<file path="config.mk">
export PLATFORM = sky130hd
export DESIGN_NAME = sky130_fd_io__sio_bank_seq_flat
export DESIGN_NICKNAME = d
export VERILOG_FILES = /design/src/rtl/sky130_fd_io__sio_bank_pkg.sv /design/src/rtl/sky130_fd_io__sio_bank_if.sv /design/src/rtl/sky130_fd_io__sio_bank_settle_cnt.sv /design/src/rtl/sky130_fd_io__sio_bank_seq.sv /design/src/flat_wrapper.sv
export SDC_FILE = /design/constraint.sdc
export NUM_CORES = 1
export LEC_CHECK = 0
export ABC_CLOCK_PERIOD_IN_PS = 5700
export CORE_ASPECT_RATIO = 0.7
export CORE_MARGIN = 5
export CORE_UTILIZATION = 54
export DETAILED_ROUTE_END_ITERATION = 8
export GPL_ROUTABILITY_DRIVEN = 0
export HOLD_SLACK_MARGIN = 0.1
export PLACE_DENSITY = 0.86
export SETUP_SLACK_MARGIN = 0.4
export SLEW_MARGIN = 20
export SYNTH_ARGS = -nofsm -noshare
export SYNTH_HDL_FRONTEND = slang
export SYNTH_SLANG_ARGS = --single-unit
export TNS_END_PERCENT = 50
</file>
<file path="constraint.sdc">
create_clock -name CLK -period 5.7 [get_ports CLK]
set_input_delay 1.14 -clock CLK [delete_from_list [all_inputs] [get_ports CLK]]
set_output_delay 1.14 -clock CLK [all_outputs]
set_load 0.02 [all_outputs]
</file>
<file path="src/rtl/sky130_fd_io__sio_bank_pkg.sv">
// sky130_fd_io__sio_bank_pkg: sequencer state encoding, config field layout, reset values.
// Refgen write masking depends on SKY130_FD_IO_SIO_BANK_DFT_EN.
package sky130_fd_io__sio_bank_pkg;
  typedef enum logic [2:0] {
    OFF = 3'd0, SETTLE = 3'd1, REF_REL = 3'd2, PAD_REL = 3'd3,
    ACTIVE = 3'd4, UPD = 3'd5, DOWN = 3'd6
  } state_e;
  typedef struct packed {
    logic [2:0] dm;
    logic slow;
    logic vtrip_sel;
    logic inp_dis;
    logic vreg_en;
    logic ibuf_sel;
    logic hld_ovr;
    logic oe_n;
  } ch_cfg_t;
  typedef struct packed {
    logic [2:0] voh_sel;
    logic [1:0] vref_sel;
    logic vreg_en;
    logic ibuf_sel;
    logic vtrip_sel;
    logic dft;
  } ref_cfg_t;
  localparam int CNT_W = 10;
  localparam ch_cfg_t CH_CFG_RST = '{dm: 3'b001, inp_dis: 1'b1, oe_n: 1'b1, default: '0};
  function automatic ref_cfg_t ref_wr(input logic [8:0] d);
    ref_cfg_t r;
    r = ref_cfg_t'(d);
`ifndef SKY130_FD_IO_SIO_BANK_DFT_EN
    r.dft = 1'b0;
`endif
    return r;
  endfunction
endpackage

</file>
<file path="src/rtl/sky130_fd_io__sio_bank_if.sv">
// sky130_fd_io__sio_bank_if: config-write valid/ready channel.
interface sky130_fd_io__sio_bank_if #(parameter int NUM_CH = 2);
  logic CFG_VALID;
  logic CFG_READY;
  logic [$clog2(NUM_CH+1)-1:0] CFG_CH;
  logic [9:0] CFG_DATA;
  modport master (output CFG_VALID, CFG_CH, CFG_DATA, input CFG_READY);
  modport slave (input CFG_VALID, CFG_CH, CFG_DATA, output CFG_READY);
endinterface

</file>
<file path="src/rtl/sky130_fd_io__sio_bank_settle_cnt.sv">
// sky130_fd_io__sio_bank_settle_cnt: loadable down-counter that saturates at zero.
module sky130_fd_io__sio_bank_settle_cnt #(parameter int W = 10) (
  input  logic         CLK,
  input  logic         RESET_B,
  input  logic         load_i,
  input  logic         dec_i,
  input  logic [W-1:0] val_i,
  output logic [W-1:0] cnt_o,
  output logic         zero_o
);
  logic [W-1:0] cnt_q;
  always_ff @(posedge CLK)
    cnt_q <= !RESET_B ? '0 : load_i ? val_i : (dec_i && cnt_q != '0) ? cnt_q - W'(1) : cnt_q;
  assign cnt_o = cnt_q;
  assign zero_o = cnt_q == '0;
endmodule

</file>
<file path="src/rtl/sky130_fd_io__sio_bank_seq.sv">
// sky130_fd_io__sio_bank_seq: SIO bank power-up/hold-release sequencer with shadow config writes.
// Define SKY130_FD_IO_SIO_BANK_DFT_EN to expose REF_CFG[0] on DFT_REFGEN.
module sky130_fd_io__sio_bank_seq import sky130_fd_io__sio_bank_pkg::*; #(
  parameter int NUM_CH = 2,
  parameter int SETTLE_CYC = 16
) (
  input  logic                   CLK,
  input  logic                   RESET_B,
  input  logic                   BANK_EN,
  input  logic                   VDDA_GOOD,
  sky130_fd_io__sio_bank_if.slave cfg,
  output logic                   ENABLE_H,
  output logic                   ENABLE_VDDA_H,
  output logic                   HLD_H_N_REFGEN,
  output logic [NUM_CH-1:0]      HLD_H_N,
  output logic [10*NUM_CH-1:0]   CH_CFG,
  output logic [8:0]             REF_CFG,
  output logic                   DFT_REFGEN,
  output logic                   BANK_READY,
  output logic [2:0]             STATE
);
  localparam int CW = $clog2(NUM_CH+1);
  localparam logic [CW-1:0] REF_ID = CW'(NUM_CH);
  state_e state_q;
  logic en_q, ref_hld_q;
  logic [NUM_CH-1:0] hld_q;
  ch_cfg_t [NUM_CH-1:0] ch_cfg_q;
  ref_cfg_t ref_cfg_q;
  logic [CW-1:0] upd_ch_q;
  logic [9:0] upd_data_q;
  logic up, load, dec, zero;
  logic [CNT_W-1:0] load_val, cnt;
  // One counter serves settle time, pad-release index and the two-cycle update window.
  always_comb begin
    up = BANK_EN && VDDA_GOOD;
    load = up && (state_q == OFF || state_q == REF_REL || (state_q == ACTIVE && cfg.CFG_VALID));
    load_val = state_q == OFF ? CNT_W'(SETTLE_CYC) : state_q == REF_REL ? CNT_W'(NUM_CH-1) : CNT_W'(1);
    dec = state_q == SETTLE || state_q == PAD_REL || state_q == UPD;
  end
  sky130_fd_io__sio_bank_settle_cnt #(.W(CNT_W)) u_cnt (
    .CLK(CLK), .RESET_B(RESET_B), .load_i(load), .dec_i(dec), .val_i(load_val),
    .cnt_o(cnt), .zero_o(zero)
  );
  always_ff @(posedge CLK) begin
    if (!RESET_B) begin
      state_q <= OFF;
      en_q <= 1'b0;
      ref_hld_q <= 1'b0;
      hld_q <= '0;
      for (int i = 0; i < NUM_CH; i++) ch_cfg_q[i] <= CH_CFG_RST;
      ref_cfg_q <= '0;
      upd_ch_q <= '0;
      upd_data_q <= '0;
    end else if (state_q != OFF && state_q != DOWN && !up) begin
      state_q <= DOWN;
      hld_q <= '0;
      ref_hld_q <= 1'b0;
    end else begin
      case (state_q)
        OFF: if (up) begin
          state_q <= SETTLE;
          en_q <= 1'b1;
        end
        SETTLE: if (zero) begin
          state_q <= REF_REL;
          ref_hld_q <= 1'b1;
        end
        REF_REL: state_q <= PAD_REL;
        PAD_REL: begin
          for (int i = 0; i < NUM_CH; i++) if (cnt == CNT_W'(NUM_CH-1-i)) hld_q[i] <= 1'b1;
          if (zero) state_q <= ACTIVE;
        end
        ACTIVE: if (cfg.CFG_VALID && cfg.CFG_CH <= REF_ID) begin
          state_q <= UPD;
          upd_ch_q <= cfg.CFG_CH;
          upd_data_q <= cfg.CFG_DATA;
          for (int i = 0; i < NUM_CH; i++) if (cfg.CFG_CH == CW'(i)) hld_q[i] <= 1'b0;
          if (cfg.CFG_CH == REF_ID) ref_hld_q <= 1'b0;
        end
        UPD: if (!zero) begin
          for (int i = 0; i < NUM_CH; i++) if (upd_ch_q == CW'(i)) ch_cfg_q[i] <= ch_cfg_t'(upd_data_q);
          if (upd_ch_q == REF_ID) ref_cfg_q <= ref_wr(upd_data_q[8:0]);
        end else begin
          state_q <= ACTIVE;
          hld_q <= '1;
          ref_hld_q <= 1'b1;
        end
        DOWN: begin
          state_q <= OFF;
          en_q <= 1'b0;
        end
        default: state_q <= OFF;
      endcase
    end
  end
  assign cfg.CFG_READY = state_q == ACTIVE;
  assign BANK_READY = state_q == ACTIVE;
  assign STATE = state_q;
  assign ENABLE_H = en_q;
  assign ENABLE_VDDA_H = en_q;
  assign HLD_H_N_REFGEN = ref_hld_q;
  assign HLD_H_N = hld_q;
  assign CH_CFG = ch_cfg_q;
  assign REF_CFG = ref_cfg_q;
`ifdef SKY130_FD_IO_SIO_BANK_DFT_EN
  assign DFT_REFGEN = ref_cfg_q.dft;
`else
  assign DFT_REFGEN = 1'b0;
`endif
endmodule

</file>
<file path="src/flat_wrapper.sv">
// flat-port wrapper written by rule: the top's interface ports become plain ports
module sky130_fd_io__sio_bank_seq_flat import sky130_fd_io__sio_bank_pkg::*;
#(
  parameter int NUM_CH = 2,
  parameter int SETTLE_CYC = 16
)
  (CLK, RESET_B, BANK_EN, VDDA_GOOD, ENABLE_H, ENABLE_VDDA_H, HLD_H_N_REFGEN, HLD_H_N, CH_CFG, REF_CFG, DFT_REFGEN, BANK_READY, STATE, cfg_CFG_VALID, cfg_CFG_CH, cfg_CFG_DATA, cfg_CFG_READY);
  sky130_fd_io__sio_bank_if #(.NUM_CH(NUM_CH)) cfg_i ();
  input  logic CLK;
  input  logic RESET_B;
  input  logic BANK_EN;
  input  logic VDDA_GOOD;
  output logic ENABLE_H;
  output logic ENABLE_VDDA_H;
  output logic HLD_H_N_REFGEN;
  output logic [NUM_CH-1:0] HLD_H_N;
  output logic [10*NUM_CH-1:0] CH_CFG;
  output logic [8:0] REF_CFG;
  output logic DFT_REFGEN;
  output logic BANK_READY;
  output logic [2:0] STATE;
  input wire logic [$bits(cfg_i.CFG_VALID)-1:0] cfg_CFG_VALID;
  input wire logic [$bits(cfg_i.CFG_CH)-1:0] cfg_CFG_CH;
  input wire logic [$bits(cfg_i.CFG_DATA)-1:0] cfg_CFG_DATA;
  output wire logic [$bits(cfg_i.CFG_READY)-1:0] cfg_CFG_READY;
  assign cfg_i.CFG_VALID = cfg_CFG_VALID;
  assign cfg_i.CFG_CH = cfg_CFG_CH;
  assign cfg_i.CFG_DATA = cfg_CFG_DATA;
  assign cfg_CFG_READY = cfg_i.CFG_READY;
  sky130_fd_io__sio_bank_seq #(.NUM_CH(NUM_CH), .SETTLE_CYC(SETTLE_CYC)) u_core (.CLK(CLK), .RESET_B(RESET_B), .BANK_EN(BANK_EN), .VDDA_GOOD(VDDA_GOOD), .cfg(cfg_i), .ENABLE_H(ENABLE_H), .ENABLE_VDDA_H(ENABLE_VDDA_H), .HLD_H_N_REFGEN(HLD_H_N_REFGEN), .HLD_H_N(HLD_H_N), .CH_CFG(CH_CFG), .REF_CFG(REF_CFG), .DFT_REFGEN(DFT_REFGEN), .BANK_READY(BANK_READY), .STATE(STATE));
endmodule
</file>
==> results.json, run 1 <==
{
  "outcome": "finished, final reports clean",
  "cp_slowest_stage_delay_ns": 0.75,
  "vias_per_cell": 5.79,
  "grt_max_degree": 40,
  "antenna_left": 0,
  "p_per_area_nw_per_um2": 269,
  "cts_made_buffers": 9,
  "final_cell_count_no_fill": 388,
  "fin_crit_sh_pct": 60.9,
  "dr.pass1.iters": 5,
  "clkTransAtPathRegs_ns": 0.06,
  "overflow": 0,
  "coreArea_um2": 4450,
  "wire_per_inst_um": 16.5,
  "num_vias": 2246,
  "grt_first_pass_wirelength_um": 10800,
  "syn_avg_cell_area_um2": 9.12,
  "max-clock-path-buffers": 2,
  "r2r_slack_ns": 2.99,
  "dieArea_um2": 6230,
  "synth-seq-cells": 57,
  "path_class": "reg -> out",
  "worstSkewPairLatency_ns": 0.34,
  "start_kind": "flop",
  "num_rows": 20,
  "dp_cells": 373,
  "grt_antenna_before_repair": 0,
  "root_buffer": "clkbuf_8",
  "nNetsFinal": 348,
  "ys.flop_type": "dfxtp_1",
  "p_leak_nw": 1.28,
  "required_ns": 4.56,
  "period_minus_slack_ns": 3.47,
  "syn_area_um2": 2550,
  "path_cells": "nor3b_1, clkdlybuf4s50_1",
  "cts_setup_buffers": 0,
  "slew_viol_final": 0,
  "io_pins": 57,
  "post-route-drc-count": 0,
  "worst-path-buf-inv": 1,
  "hpwl_um": 4630,
  "synth-async-reset-ratio_pct": 0,
  "worst_path_max_delay_cell": "clkdlybuf4s50_1",
  "grt_pass1_vias": 2179,
  "synth_edf_count": 0,
  "timing.rr.start": "u_core.STATE[2]",
  "cp_max_fo": 13,
  "hold_viol": 0,
  "cap_viol_max_count": 0,
  "yosysWarnings": 0,
  "startpoint": "u_core.STATE[2]",
  "htree_levels": 3,
  "syn_to_final_growth_pct": 27.0,
  "slew_headroom_pct": 41.8,
  "cts_tree": "done",
  "track_usage_pct": 22.5,
  "worst_pin_slew_ns": 0.870,
  "antennaDiodeCount": 0,
  "critPathCaptureType": "primary output",
  "synth_cell_type_count": 51,
  "rsz0062_at_grt": "false",
  "peakVddDrop_mv": 0.196,
  "start_util_pct": 57.4,
  "drt-total-wl_um": 6420,
  "die_x_um": 92.2,
  "skew_ns": 0.00699,
  "cts_resized": 0,
  "fin_util_pct": 72.9,
  "crit_family": "buffers and inverters",
  "cts_sinks": 57,
  "initialDrtViolationCount": 169,
  "yosysSeqAreaShare_pct": 44.7,
  "finalSetupTns_ns": 0,
  "port_buffers": 54,
  "min_path_type": "reg -> reg",
  "setup_viol": 0,
  "cts_hold_buf": 0,
  "die_h_um": 67.6,
  "fmax_ghz": 0.288,
  "min-delay-start": "u_core.CH_CFG[9]",
  "cp.arrival_ns": 2.33,
  "drive_gt1_share_pct": 6.61,
  "syn-instance-count": 280
}
## where the power goes
group          leakage, nW  switching [W]  internal, W
Clock               0.0887       0.000151     0.000164
Combinational        0.732      0.0000785    0.0000547
Sequential           0.460      0.0000160     0.000408
## registers in the layout, summed over array words and instances, names as in the netlist
signal / cells
u_core.upd_ch_q: 2
u_core.STATE: 3
u_core.HLD_H_N: 2
u_core.upd_data_q: 10
u_core.REF_CFG: 8
u_core.CH_CFG: 20
u_core.u_cnt.cnt_o: 10
u_core.ENABLE_H: 1
u_core.HLD_H_N_REFGEN: 1
## worst min-delay path, delay by kind of cell, from the launching register on
| family | cells | cell delay [ns] |
|---|---|---|
| flip-flops | 1 | 0.31 |
| AND/OR/NAND/NOR | 1 | 0.05 |
| multiplexers | 1 | 0.06 |
## worst paths after layout
kind	cells past startpoint	to
setup / recovery	2	cfg_CFG_READY
hold / removal	2	u_core.CH_CFG[9]
setup reg to reg	4	u_core.upd_data_q[2]
hold reg to reg	2	u_core.CH_CFG[9]
## cells in the final DEF, fill, tap and decap left out, types with 3 or more instances in the layout
cell type        instances
nand2b_1                 3
nand4_1                  5
inv_1                    6
clkinv_2                 4
nand2_1                 45
o21ai_0                  9
a21oi_1                  8
clkdlybuf4s50_1         54
clkbuf_8                10
nor2_1                  27
nor4_1                   4
dfxtp_1                 57
a31oi_1                  3
mux2i_1                 41
a211oi_1                 3
nor3_1                   4
or3_1                    4
## metrics by stage
step / total power (W) / hold WS, ns / worst slack [ns] / instance area (um2)
floorplan: 0.000518 / 0.451 / 2.97 / 2560
global placement: 0.000561 / 0.448 / 2.36 / 3080
detailed placement: 0.000563 / 0.453 / 2.21 / 3080
CTS: 0.000874 / 0.462 / 2.26 / 3250
global route: 0.000913 / 0.498 / 2.06 / 3250
finish: 0.000872 / 0.461 / 2.23 / 3250
## metal layers
layer | wire length [um] | share of wire (%) | vias up | track usage (%)
met5 | 0 | 0 | - | 0
met4 | 80 | 1.2 | 0 | 7.96
met3 | 559 | 8.7 | 12 | 9.35
met2 | 2800 | 44 | 110 | 33.3
met1 | 2980 | 46 | 1042 | 29.8
li1 | - | - | 1082 | -
## area by class of cell
| cell class | count | area (um2) |
|---|---|---|
| inverter | 7 | 26.3 |
| multi-input combinational | 198 | 1290 |
| fill | 346 | 1210 |
| timing repair buffer | 56 | 556 |
| clock buffer | 11 | 141 |
| sequential | 57 | 1140 |
| tap | 55 | 68.8 |
| clock inverter | 4 | 20.0 |
## synth_stat cells, drive strengths merged, types with 2 or more instances
cell type	number	area, um2
o31ai	2	20.0
nor3b	2	15.0
a31oi	3	18.8
nand2b	3	18.8
ha	2	25.0
o21a	2	15.0
a21boi	3	22.5
nor4	4	25.0
inv	6	22.5
dfxtp	57	1140
nand3	2	10.0
a21oi	8	40.0
nand4	5	31.3
nor2	27	101
a211oi	3	22.5
o41ai	2	17.5
nand2	45	169
a2111oi	2	17.5
o21ai	9	45.0
clkbuf	10	37.5
nor3	5	36.3
buf	9	67.6
or3	4	25.0
or4	2	15.0
nor4b	3	41.3
mux2i	41	410
## cells by family (layout without fill, tap and decap cells)
family | Yosys count | count (layout) | share of synthesized area, %
and+or+nand+nor | 111 | 111 | 21.9
DFF | 57 | 57 | 44.7
AOI/OAI and AO/OA | 41 | 41 | 10.8
muxes | 41 | 41 | 16.1
buffers and inverters | 26 | 78 | 5.14
adders and majority gates | 2 | 2 | 0.979
other | 1 | 2 | 0.147
xor gates and xnor gates | 1 | 1 | 0.343
No activity file was read; power rests on OpenSTA's default activity.
==> run 2: changes to the inputs <==
--- a/config.mk
+++ b/config.mk
@@ -5,14 +5,14 @@
 export SDC_FILE = /design/constraint.sdc
 export NUM_CORES = 1
 export LEC_CHECK = 0
-export ABC_CLOCK_PERIOD_IN_PS = 5700
+export ABC_CLOCK_PERIOD_IN_PS = 3300
 export CORE_ASPECT_RATIO = 0.7
 export CORE_MARGIN = 5
-export CORE_UTILIZATION = 54
+export CORE_UTILIZATION = 50
 export DETAILED_ROUTE_END_ITERATION = 8
 export GPL_ROUTABILITY_DRIVEN = 0
 export HOLD_SLACK_MARGIN = 0.1
-export PLACE_DENSITY = 0.86
+export PLACE_DENSITY = 0.8
 export SETUP_SLACK_MARGIN = 0.4
 export SLEW_MARGIN = 20
 export SYNTH_ARGS = -nofsm -noshare
==> constraint.sdc (replaced) <==
create_clock -name CLK -period 3.3 [get_ports CLK]
set_input_delay 0.66 -clock CLK [delete_from_list [all_inputs] [get_ports CLK]]
set_output_delay 0.66 -clock CLK [all_outputs]
set_load 0.02 [all_outputs]
==> results.json, run 2 (synthesized netlist as in run 1, its figures left out) <==
{
  "cts_tree": "done",
  "num_rows": 21,
  "track_usage_pct": 19.6,
  "dr.pass1.iters": 4,
  "setup_viol": 0,
  "max-clock-path-buffers": 2,
  "cts_sinks": 57,
  "slew_viol_final": 0,
  "hold_viol": 0,
  "drive_gt1_share_pct": 7.74,
  "die_h_um": 69.8,
  "fin_util_pct": 69.1,
  "final_common_cell": "dfxtp_1",
  "root_buffer": "clkbuf_8",
  "gr-usage-met1_pct": 26.3,
  "syn_to_final_growth_pct": 31.4,
  "cp-endpoint": "BANK_READY",
  "worst_pin_slew_ns": 0.735,
  "htree_levels": 3,
  "peakVddDrop_mv": 0.257,
  "r2r_slack_ns": 0.85,
  "p_per_area_nw_per_um2": 507,
  "critPathCaptureType": "primary output",
  "rsz0062_at_grt": "false",
  "worstRegToRegCells": 6,
  "period_minus_slack_ns": 2.66,
  "use_met2_pct": 29.6,
  "power.total_w": 0.00170,
  "fin_crit_sh_pct": 80.6,
  "grt_antenna_before_repair": 0,
  "cts_made_buffers": 9,
  "num_vias": 2228,
  "outcome": "finished, final reports clean",
  "final_cell_mix": "57 x dfxtp_1, 54 x clkdlybuf4s50_1, 45 x nand2_1, 41 x mux2i_1, 27 x nor2_1",
  "use_met3_pct": 7.48,
  "wire_per_inst_um": 15.3,
  "overflow": 0,
  "largest_reg_flops": 20,
  "clkTransAtPathRegs_ns": 0.06,
  "start_kind": "flop",
  "startpoint": "u_core.STATE[2]",
  "busiest_layer": "met2",
  "antennaDiodeCount": 0,
  "hpwl_um": 4360,
  "cp_max_fo": 13,
  "finalSetupTns_ns": 0,
  "p_leak_nw": 1.33,
  "io_pins": 57,
  "cts_setup_buffers": 0,
  "grt_pass1_vias": 2098,
  "cp.arrival_ns": 2.00,
  "slew_headroom_pct": 50.5,
  "cts_hold_buf": 0,
  "initialDrtViolationCount": 89,
  "vias_per_cell": 5.50,
  "grt_max_degree": 39,
  "coreArea_um2": 4860,
  "timing.rr.start": "u_core.u_cnt.cnt_o[0]",
  "path_class": "reg -> out",
  "worstSkewPairLatency_ns": 0.32,
  "rr_endpoint": "u_core.CH_CFG[3]",
  "skew_ns": 0.00410,
  "post-route-drc-count": 0,
  "cts_resized": 0,
  "port_buffers": 54,
  "antenna_left": 0,
  "required_ns": 2.64,
  "fmax_ghz": 0.376,
  "nNetsFinal": 351,
  "n_fill_cell": 393,
  "cap_viol_max_count": 0,
  "die_x_um": 95.4,
  "grt_first_pass_wirelength_um": 10300,
  "min_path_type": "reg -> reg",
  "dieArea_um2": 6660,
  "start_util_pct": 52.6,
  "drt-total-wl_um": 6190
}
## run 2: cell types whose count changed in the layout (fill, tap and decap cells not counted), sizes merged
cell    change
bufinv      +2
clkinv      -4
clkbuf      +2
buf         +3
## run 2: worst min path at each step
| stage | startpoint | endpoint | cells after the start |
|---|---|---|---|
| after floorplan | u_core.upd_data_q[4] | u_core.REF_CFG[4] | 2 |
| after global placement | u_core.REF_CFG[7] | u_core.REF_CFG[7] | 2 |
| after detailed placement | u_core.REF_CFG[1] | u_core.REF_CFG[1] | 2 |
| after CTS | u_core.REF_CFG[1] | u_core.REF_CFG[1] | 2 |
| after global routing | u_core.CH_CFG[11] | u_core.CH_CFG[11] | 2 |
| final | u_core.REF_CFG[6] | u_core.REF_CFG[6] | 2 |
## run 2: layer usage
metal	share of wire, %	vias to the layer above	wire [um]
met5	0	-	0
met4	0.58	0	36
met3	6.5	4	405
met2	46	68	2830
met1	47	1071	2930
li1	-	1085	-
## run 2: cell type report
class / count / area (um2) / area share (%)
flip-flops and latches: 57 / 1140 / 34.0
clock buffers: 13 / 169 / 5.03
inverters: 7 / 26.3 / 0.782
well taps: 69 / 86.3 / 2.57
clock inverters: 2 / 60.1 / 1.79
multi-input cells: 198 / 1300 / 38.6
repair buffers: 59 / 578 / 17.2
## run 2: where the power goes
group | internal [W] | switching [W] | leakage, nW
combinational | 0.0000968 | 0.000139 | 0.750
sequential | 0.000704 | 0.0000230 | 0.460
clock | 0.000483 | 0.000257 | 0.116
## run 2: metrics by stage
| step | setup WS (ns) | cells | hold slack (ns) | area (um2) |
|---|---|---|---|---|
| final | 0.641 | 405 | 0.458 | 3360 |
| after CTS | 0.444 | 405 | 0.464 | 3350 |
| after detailed placement | 0.795 | 390 | 0.454 | 3120 |
| after global placement | 0.848 | 390 | 0.442 | 3120 |
| after global routing | 0.535 | 405 | 0.480 | 3360 |
| after floorplan | 1.05 | 281 | 0.451 | 2560 |
## run 2: worst max-delay path, stage by stage, from the launching register on
cell and delay [ns]:
dfxtp_1 0.54, nor3b_2 0.44, clkdlybuf4s50_1 0.69
==> run 3: changes to the inputs <==
--- a/config.mk
+++ b/config.mk
@@ -5,14 +5,14 @@
 export SDC_FILE = /design/constraint.sdc
 export NUM_CORES = 1
 export LEC_CHECK = 0
-export ABC_CLOCK_PERIOD_IN_PS = 3300
+export ABC_CLOCK_PERIOD_IN_PS = 2400
 export CORE_ASPECT_RATIO = 0.7
 export CORE_MARGIN = 5
-export CORE_UTILIZATION = 50
+export CORE_UTILIZATION = 45
 export DETAILED_ROUTE_END_ITERATION = 8
 export GPL_ROUTABILITY_DRIVEN = 0
 export HOLD_SLACK_MARGIN = 0.1
-export PLACE_DENSITY = 0.8
+export PLACE_DENSITY = 0.76
 export SETUP_SLACK_MARGIN = 0.4
 export SLEW_MARGIN = 20
 export SYNTH_ARGS = -nofsm -noshare
==> constraint.sdc (replaced) <==
create_clock -name CLK -period 2.4 [get_ports CLK]
set_input_delay 0.48 -clock CLK [delete_from_list [all_inputs] [get_ports CLK]]
set_output_delay 0.48 -clock CLK [all_outputs]
set_load 0.02 [all_outputs]
==> results.json, run 3 (synthesized netlist as in run 1, its figures left out) <==
{
  "num_rows": 23,
  "vias_per_cell": 5.24,
  "slew_headroom_pct": 56.1,
  "final_cell_mix": "53 x dfxtp_1, 52 x clkdlybuf4s50_1, 45 x nand2_1, 41 x mux2i_1, 27 x nor2_1",
  "critPathCaptureType": "flop",
  "clkTransAtPathRegs_ns": 0.07,
  "wire_per_inst_um": 15.2,
  "io_pins": 57,
  "start_kind": "flop",
  "worst_pin_slew_ns": 0.653,
  "root_buffer": "clkbuf_8",
  "grt_max_degree": 27,
  "grt_antenna_before_repair": 0,
  "dp_cells": 404,
  "track_usage_pct": 18.3,
  "cts_tree": "done",
  "cp_max_fo": 8,
  "grt_first_pass_wirelength_um": 10500,
  "antennaDiodeCount": 0,
  "p_per_area_nw_per_um2": 686,
  "grt_pass1_vias": 2169,
  "cts_sinks": 57,
  "drive_gt1_share_pct": 13.3,
  "hold_viol": 0,
  "cts_made_buffers": 9,
  "holdWs_ns": 0.456,
  "peakVddDrop_mv": 0.590,
  "worstSkewPairLatency_ns": 0.33,
  "antenna_left": 0,
  "slew_viol_final": 0,
  "dr.pass1.iters": 4,
  "fmax_ghz": 0.509,
  "nNetsFinal": 360,
  "htree_levels": 3,
  "hpwl_um": 4600,
  "required_ns": 2.61,
  "cap_viol_max_count": 0,
  "syn_to_final_growth_pct": 36.1,
  "overflow": 0,
  "die_x_um": 100,
  "period_minus_slack_ns": 1.96,
  "final_common_cell": "dfxtp_1",
  "largest_reg_flops": 20,
  "post-route-drc-count": 0,
  "num_vias": 2206,
  "p_leak_nw": 1.38,
  "min_path_type": "reg -> reg",
  "path_class": "reg -> reg",
  "cp.arrival_ns": 2.17,
  "drt-total-wl_um": 6400,
  "fin_crit_sh_pct": 81.9,
  "final_cell_count_no_fill": 421,
  "finalSetupTns_ns": 0,
  "skew_ns": 0.0103,
  "initialDrtViolationCount": 134,
  "max-clock-path-buffers": 2,
  "outcome": "finished, final reports clean",
  "die_h_um": 73.0,
  "setup_viol": 0,
  "coreArea_um2": 5610,
  "rsz0062_at_grt": "true",
  "port_buffers": 54,
  "start_util_pct": 45.5,
  "dieArea_um2": 7310
}
==> run 3: changes by cell type in the layout (fill, tap and decap cells not counted), sizes merged <==
cell | previous run | this run
clkinvlp | 0 | 2
buf | 5 | 14
clkbuf | 13 | 12
dlygate4sd2 | 0 | 2
clkdlybuf4s50 | 54 | 52
==> run 3: through the flow <==
step,worst slack [ns],utilization (%),cell area (um2),total power (W)
after detailed placement,0.230,57.0,3200,0.00135
after floorplan,0.421,-,2560,0.00123
after global placement,0.264,57.0,3200,0.00135
after CTS,0.351,61.4,3440,0.00238
after global routing,0.337,62.0,3480,0.00250
final,0.435,62.0,3480,0.00238
==> run 3: worst paths after layout <==
kind	startpoint	end	slack (ns)	cells after the start
worst min-delay path	u_core.REF_CFG[1]	u_core.REF_CFG[1]	0.46	2
worst max register to register	u_core.u_cnt.cnt_o[0]	u_core.REF_CFG[5]	0.44	8
worst max-delay path	u_core.u_cnt.cnt_o[0]	u_core.REF_CFG[5]	0.44	8
worst min register to register	u_core.REF_CFG[1]	u_core.REF_CFG[1]	0.46	2
==> run 3: report_power, final <==
part	leakage, nW	internal (W)	switching, W
combinational	0.806	0.000156	0.000197
sequential	0.462	0.000970	0.0000377
clock	0.109	0.000642	0.000383
total	1.38	0.00177	0.000617
==> run 3: metal layers <==
layer | global-route usage (%) | wire length (um) | up-vias
met3 | 5.73 | 425 | 7
li1 | - | - | 1106
met2 | 27.9 | 2820 | 63
met1 | 24.6 | 3080 | 1030
met5 | 0 | 0 | -
met4 | 6.43 | 67 | 0
==> run 3: worst max-delay path, cell delays in order (launching register included) <==
cell and delay, ns:
dfxtp_2 0.35, inv_2 0.07, ha_4 0.13, or3b_4 0.42
nor3_4 0.34, buf_4 0.18, nor4b_2 0.04, buf_4 0.20
mux2i_1 0.13
==> run 3: layout make-up <==
type | instances | area (um2)
sequential | 57 | 1150
tap | 75 | 93.8
multi-input combinational | 198 | 1330
fill | 488 | 2130
timing repair buffer | 68 | 651
clock inverter | 4 | 75.1
clock buffer | 12 | 155
inverter | 7 | 26.3
==> run 3: what timing repair did <==
action	4_1_cts	5_1_grt
hold buffers	0	0
buffers inserted	0	1
pin swaps	1	2
hold endpoints to repair	0	0
resized for setup	8	9
endpoints found under the setup margin	36	21
